## src/rtl/cpu_pkg.sv

```systemverilog
// Shared CPU definitions: datapath width, register index width, operand
// select encodings and the ALU operation codes used by decoder, regfile, ALU.
package cpu_pkg;

  localparam int XLEN       = 32;
  localparam int REG_ADDR_W = 5;

  localparam logic [1:0] A_SEL_RS1  = 2'b00;
  localparam logic [1:0] A_SEL_PC   = 2'b01;
  localparam logic [1:0] A_SEL_ZERO = 2'b10;

  localparam logic B_SEL_RS2 = 1'b0;
  localparam logic B_SEL_IMM = 1'b1;

  typedef enum logic [3:0] {
    ALU_ADD  = 4'd0,
    ALU_SUB  = 4'd1,
    ALU_SLL  = 4'd2,
    ALU_SLT  = 4'd3,
    ALU_SLTU = 4'd4,
    ALU_XOR  = 4'd5,
    ALU_SRL  = 4'd6,
    ALU_SRA  = 4'd7,
    ALU_OR   = 4'd8,
    ALU_AND  = 4'd9,
    ALU_BEQ  = 4'd10,
    ALU_BNE  = 4'd11,
    ALU_BLT  = 4'd12,
    ALU_BGE  = 4'd13,
    ALU_BLTU = 4'd14,
    ALU_BGEU = 4'd15
  } alu_op_e;

endpackage

```

## src/rtl/operand_regfile_reg_array.sv

```systemverilog
// Architectural register storage with one write port and two combinational
// read ports. Index 0 and indices beyond NREGS always read as zero and are
// never written.
module reg_array #(
  parameter int XLEN  = 32,
  parameter int NREGS = 32
) (
  input  logic                          clk,
  input  logic                          reset,
  input  logic                          we,
  input  logic [cpu_pkg::REG_ADDR_W-1:0] waddr,
  input  logic [XLEN-1:0]               wdata,
  input  logic [cpu_pkg::REG_ADDR_W-1:0] raddr1,
  input  logic [cpu_pkg::REG_ADDR_W-1:0] raddr2,
  output logic [XLEN-1:0]               rdata1,
  output logic [XLEN-1:0]               rdata2
);

  localparam int AW = (NREGS > 1) ? $clog2(NREGS) : 1;

  logic [XLEN-1:0] regs [NREGS];
  logic            wr_ok;

  assign wr_ok = we && (waddr != '0) && (32'(waddr) < NREGS);

  // Storage: async clear of every entry; entry 0 is never written so it stays 0.
  always_ff @(posedge clk or posedge reset) begin
    if (reset) begin
      for (int i = 0; i < NREGS; i++) regs[i] <= '0;
    end else if (wr_ok) begin
      regs[waddr[AW-1:0]] <= wdata;
    end
  end

  // Raw read ports with the x0 and out-of-range rules applied.
  always_comb begin
    rdata1 = '0;
    rdata2 = '0;
    if (raddr1 != '0 && 32'(raddr1) < NREGS) rdata1 = regs[raddr1[AW-1:0]];
    if (raddr2 != '0 && 32'(raddr2) < NREGS) rdata2 = regs[raddr2[AW-1:0]];
  end

endmodule

```

## src/rtl/operand_regfile.sv

```systemverilog
// Register file plus operand-select stage in front of the ALU. Wraps the
// storage array, adds optional same-cycle write bypass and the A/B muxes.
module operand_regfile #(
  parameter int XLEN   = 32,
  parameter int NREGS  = 32,
  parameter bit BYPASS = 1'b1
) (
  input  logic                          clk,
  input  logic                          reset,
  input  logic [cpu_pkg::REG_ADDR_W-1:0] rs1_addr,
  input  logic [cpu_pkg::REG_ADDR_W-1:0] rs2_addr,
  input  logic [cpu_pkg::REG_ADDR_W-1:0] rd_addr,
  input  logic                          rd_we,
  input  logic [XLEN-1:0]               rd_data,
  input  logic                          stall,
  input  logic [XLEN-1:0]               imm,
  input  logic [XLEN-1:0]               pc,
  input  logic [1:0]                    a_sel,
  input  logic                          b_sel,
  output logic [XLEN-1:0]               rs1_data,
  output logic [XLEN-1:0]               rs2_data,
  output logic [XLEN-1:0]               dataA,
  output logic [XLEN-1:0]               dataB
);

  import cpu_pkg::*;

  logic            wr_qual;
  logic [XLEN-1:0] raw1;
  logic [XLEN-1:0] raw2;

  // A write only counts when it will actually land in a real register, so
  // the bypass never forwards a value the array would discard.
  assign wr_qual = rd_we && !stall && !reset && (rd_addr != '0) && (32'(rd_addr) < NREGS);

  reg_array #(
    .XLEN  (XLEN),
    .NREGS (NREGS)
  ) u_reg_array (
    .clk    (clk),
    .reset  (reset),
    .we     (wr_qual),
    .waddr  (rd_addr),
    .wdata  (rd_data),
    .raddr1 (rs1_addr),
    .raddr2 (rs2_addr),
    .rdata1 (raw1),
    .rdata2 (raw2)
  );

  // Read values: forced to zero in reset, otherwise stored value or bypassed write.
  always_comb begin
    rs1_data = raw1;
    rs2_data = raw2;
    if (reset) begin
      rs1_data = '0;
      rs2_data = '0;
    end else if (BYPASS && wr_qual) begin
      if (rd_addr == rs1_addr) rs1_data = rd_data;
      if (rd_addr == rs2_addr) rs2_data = rd_data;
    end
  end

  // Operand A mux; the reserved code behaves like the zero select.
  always_comb begin
    dataA = '0;
    case (a_sel)
      A_SEL_RS1:  dataA = rs1_data;
      A_SEL_PC:   dataA = pc;
      A_SEL_ZERO: dataA = '0;
      default:    dataA = '0;
    endcase
  end

  // Operand B mux.
  always_comb begin
    dataB = rs2_data;
    if (b_sel == B_SEL_IMM) dataB = imm;
  end

endmodule
```

## config.mk

```make
export PLATFORM = sky130hd
export DESIGN_NAME = operand_regfile
export DESIGN_NICKNAME = d
export VERILOG_FILES = /design/src/rtl/cpu_pkg.sv /design/src/rtl/operand_regfile_reg_array.sv /design/src/rtl/operand_regfile.sv
export SDC_FILE = /design/constraint.sdc
export NUM_CORES = 2
export LEC_CHECK = 0
export ABC_AREA = 1
export CAP_MARGIN = 5
export CELL_PAD_IN_SITES_DETAIL_PLACEMENT = 2
export CELL_PAD_IN_SITES_GLOBAL_PLACEMENT = 2
export CORE_UTILIZATION = 31
export CTS_CLUSTER_DIAMETER = 30
export DETAILED_ROUTE_END_ITERATION = 12
export GPL_ROUTABILITY_DRIVEN = 0
export PLACE_DENSITY = 0.76
export SYNTH_ARGS = -nofsm -noshare
export SYNTH_HDL_FRONTEND = slang
export SYNTH_HIERARCHICAL = 1
export SYNTH_SLANG_ARGS = --single-unit
```

## constraint.sdc

```tcl
create_clock -name clk -period 35 [get_ports clk]
set_input_delay 5.25 -clock clk [delete_from_list [all_inputs] [get_ports clk]]
set_output_delay 5.25 -clock clk [all_outputs]
set_load 0.02 [all_outputs]
```

Word level (Yosys, flattened, before mapping)
Index checks and enable logic that the tools add are counted.
- flip-flop bits (word level): 1024
- $lt $le $gt $ge: 4
- equal/unequal tests: 3
- multiplexer cells: 19
- bitwise operators: 3
- reductions and logical operators: 11
- operators with widths (operator ; number):
    bitwise mux 1024 bit ; 1
    2-to-1 mux 32 bit ; 14
    binary-select mux 32 bit (select 5 bit) ; 2
    demux 32 bit (select 5 bit) ; 1
    case mux 32 bit (2 select lines) ; 1
    greater-or-equal comparator 6 bit, second input constant ; 3
    NOT 5 -> 6 bit ; 3
    nonzero test 5 bit ; 3
    == test 5 bit ; 2
    less-than comparator 6 x 1 -> 1 bit, second input constant ; 1
    logical AND 1 bit ; 5
    == test 2 x 1 -> 1 bit, second input constant ; 1
    logical NOT 1 bit ; 2
    logical NOT 2 bit ; 1

Logic depth before layout (Yosys ltp)
- word-level depth: 9
- depth in mapped cells: 16

Modules after synthesis
The synthesis kept the hierarchy.
- modules (own cells, without submodules) (module ; instances ; cells an instance ; area an instance (um^2) ; sequential area each (um^2)):
    reg_array ; 1 ; 8329 ; 56740.7 ; 25624.6
    operand_regfile ; 1 ; 568 ; 2742.6 ; 0.0

Worst setup path before layout
Ideal clock, no wire load.
- kind: input -> output
- start: input rs1_addr[0] in the netlist's numbering
- end: output rs1_data[3]
- data arrival time: 6.770 ns
- required time: 29.750 ns
- setup slack: 22.980 ns
- stages on the path: 12
- path buffers: 3
- cell sequence: buf_2 > clkbuf_1 > clkbuf_1 > o211ai_1 > nand3_1 > nand3_1 > nand2_1 > nand2_1 > nor2_1 > inv_1 > nand2_1 > and3_1
- longest elaborated chain between the ends: 8
- ends and longest elaborated chain (what ; RTL line ; RTL):
    from (decl) ; operand_regfile.sv:10 ; input logic [cpu_pkg::REG_ADDR_W-1:0] rs1_addr,
    NOT 5 -> 6 bit (implied by the code) ; operand_regfile_reg_array.sv:39 ; if (raddr1 != '0 && 32'(raddr1) < NREGS) rdata1 = regs[raddr1[AW-1:0]];
    binary-select mux 32 bit (select 5 bit) ; operand_regfile_reg_array.sv:39 ;
    2-to-1 mux 32 bit (implied by the code) (2 in a row) ; operand_regfile_reg_array.sv:39 ;
    2-to-1 mux 32 bit * ; operand_regfile_reg_array.sv:39 ;
    named net raw1[3] ; operand_regfile.sv:29 ; logic [XLEN-1:0] raw1;
    2-to-1 mux 32 bit ; operand_regfile.sv:59 ; if (rd_addr == rs1_addr) rs1_data = rd_data;
    2-to-1 mux 32 bit * ; operand_regfile.sv:58 ; end else if (BYPASS && wr_qual) begin
    2-to-1 mux 32 bit * ; operand_regfile.sv:55 ; if (reset) begin
    to (decl) ; operand_regfile.sv:20 ; output logic [XLEN-1:0] rs1_data,
The timed path passes the listed nets; every way through them passes the cells marked *. The select of a mux whose other input is x is not followed.

Final worst setup path
- start: input rs1_addr[0] in the netlist's numbering
- end: output dataA[30]
- longest elaborated chain between the ends: 9
- ends and longest elaborated chain (what ; RTL line ; RTL):
    NOT 5 -> 6 bit (implied by the code) ; operand_regfile_reg_array.sv:39 ;
    binary-select mux 32 bit (select 5 bit) ; operand_regfile_reg_array.sv:39 ;
    2-to-1 mux 32 bit (implied by the code) (2 in a row) ; operand_regfile_reg_array.sv:39 ;
    2-to-1 mux 32 bit ; operand_regfile_reg_array.sv:39 ;
    2-to-1 mux 32 bit ; operand_regfile.sv:59 ;
    2-to-1 mux 32 bit * ; operand_regfile.sv:58 ;
    2-to-1 mux 32 bit * ; operand_regfile.sv:55 ;
    case mux 32 bit (2 select lines) * ; operand_regfile.sv:67 ; case (a_sel)
    to (decl) ; operand_regfile.sv:22 ; output logic [XLEN-1:0] dataA,
Every way passes the cells marked *; elsewhere a longest branch is shown, timed or not. The select of a mux whose other input is x is not followed.

==> out/metrics.cfg <==
[run_status]
status = completed

[clock_network]
cts_hold_buf = 0
cts_setup_buffers = 0
root_buffer = clkbuf_16
cts_buffers = 316
path_clk_slew_ps = 40
cts.sinks = 1024
htree_levels = 5
clock_path_buffers = 4
cts_tree = yes
clk_latency_ps = 920
cts-resized-gates = 0

[route]
drc = 0
vias_per_cell = 5.841
vias = 67550
dr.pass1.iters = 5
drtIter0Drc = 5236
detail-route-antenna-nets = 0
drt-total-wl_um = 329100
wl_per_cell_um = 28.46

[floorplanning]
ios = 246
chipHeight_um = 440.0
initial_utilization = 0.3124
num_rows = 160
core-area_sq_um = 190400
die_x_um = 440.0
dieArea_sq_um = 193600

[global_routing]
gr-total-overflow = 0
grt_util_all_layers = 0.3341
grt_pass1_wl_um = 486000
grt_max_degree = 157
antenna_found_initial = 14
grt_pass1_vias = 73140

[place]
io_buffers = 245
dp_hpwl_um = 178100
pre_cts_slack_ps = 18800

[layout]
largest_register = u_reg_array/regs
drive_gt1_frac = 0.07759
synthToLayoutAreaGrowth_pct = 24.26
final_nets = 8933
fillCellCount = 21960
reg_top3 = u_reg_array/regs: 1024 flops
largest_reg_flops = 1024
layout_commonest_cell = nand2_1
final_cell_mix = nand2_1, o21ai_0, nand3_1

[sta]
slew_viol_final = 0
slew_headroom = 0.1505
fmax_mhz = 61.56
setup_slack_ps = 18760
tightest_slew_ps = 1274
period_share = 0.4641
hold_viol_final = 0
clock_skew_ps = 0
rsz0062_at_grt = no
finalSetupViolations = 0
finalCriticalPeriod_ps = 16240
setup_tns_ps = 0
hold_slack_ps = 401.3

[logic_synthesis]
avgSynthCellArea_sq_um = 6.686
synth_cells = 8897
synth_top_area_frac = 0.4308
netlist_area_sq_um = 59480
yosys_warnings = 6
ys_types = 30
synth_area_leaders = dfrtp_1, nand2_1, o21ai_0
syn-num-nets = 9015
seq_area_frac_synth = 0.4308
yosysTopAreaCell = dfrtp_1
ys_seq_elements = 1024

[run]
maxCapViolCount = 0

[power]
p_leak_uw = 0.03457
ir_drop_v = 0.00004686
p_total_uw = 4853
powerDensity_nw_per_um2 = 65.65

[worst_hold_path]
hp-class = reg -> reg

[critical_path]
start_kind = primary input
critical_path_arrival_ps = 10990
cp.required_ps = 29750
path_class = in -> out
crit_fanout = 78
rrSetupSlack_ps = 34110
end_kind = output pin

[cell families after synthesis]
kind of cell | Yosys count | share of synthesized area
XOR/XNOR | 6 | 0.0008834
flip-flops | 1024 | 0.4308
AO/OA/AOI/OAI | 1629 | 0.1410
AND/OR/NAND/NOR | 5071 | 0.3496
buffers and inverters | 1167 | 0.07779
[critical path: stages]
cell and delay [ps]:
buf_8 420, buf_4 610, buf_4 790, buf_4 820, buf_4 710, xor2_1 210, nor2_4 120, buf_4 370
nand2_4 320, nand2_1 180, nand4_1 90, nand2_1 200, clkdlybuf4s50_1 640
[worst paths after layout]
path / from / cells after the start / to
worst max-delay path: rs1_addr[0] / 13 / dataA[30]
worst min-delay path: u_reg_array/regs[1021] / 0 / u_reg_array/regs[1021]
worst max register to register: u_reg_array/regs[802] / 2 / u_reg_array/regs[802]
worst min register to register: u_reg_array/regs[1021] / 0 / u_reg_array/regs[1021]
max in group asynchronous: reset / 5 / u_reg_array/regs[577]
min in group asynchronous: reset / 2 / u_reg_array/regs[74]
[synthesized netlist by cell type]
master,count
inv_1,394
nor2_2,2
a21oi_1,198
nor2_1,674
xor2_1,4
inv_2,8
buf_2,95
nand3_1,1037
buf_4,6
clkbuf_1,574
xnor2_1,2
nand4_1,65
nor3b_4,1
dfrtp_1,1024
nor2_4,6
buf_6,10
o21ai_1,56
clkbuf_8,3
nand2_1,3209
nor3_1,2
nor3b_1,1
nand2_2,2
nor4_4,1
o21ai_0,1282
buf_1,74
clkinv_1,3
o211ai_1,93
and3_1,64
nor3_2,6
nand2_4,1
[power by group]
group          internal, uW  switching [uW]
logic                   170             420
registers              1290            85.0
clock network          2030             854
total                  3490            1360
[area by class of cell]
cell class | instances | area [sq um] | share of cell area
antenna | 5 | 12.51 | 0.0001693
inverter | 405 | 1579 | 0.02136
sequential | 1024 | 25620 | 0.3467
timing repair buffer | 362 | 3435 | 0.04647
multi-input combinational | 6706 | 29470 | 0.3987
tap | 2511 | 3142 | 0.04251
clock inverter | 128 | 1653 | 0.02236
clock buffer | 423 | 8997 | 0.1217
[layer usage]
metal	track usage	part of all wire	up-vias
met5	0	0.00014	-
met4	0.1491	0.045	6
met3	0.06548	0.075	794
met2	0.5455	0.46	2826
met1	0.4261	0.42	35200
li1	-	-	28720
[through the flow]
stage / cell area (sq um) / util / cells
floorplan: 59480 / - / 8897
global placement: 63250 / 0.3322 / 11010
detailed placement: 63250 / 0.3322 / 11010
CTS: 73900 / 0.3882 / 11560
global route: 73910 / 0.3882 / 11560
finish: 73910 / 0.3882 / 11560
No activity file was read; power rests on OpenSTA's default activity.
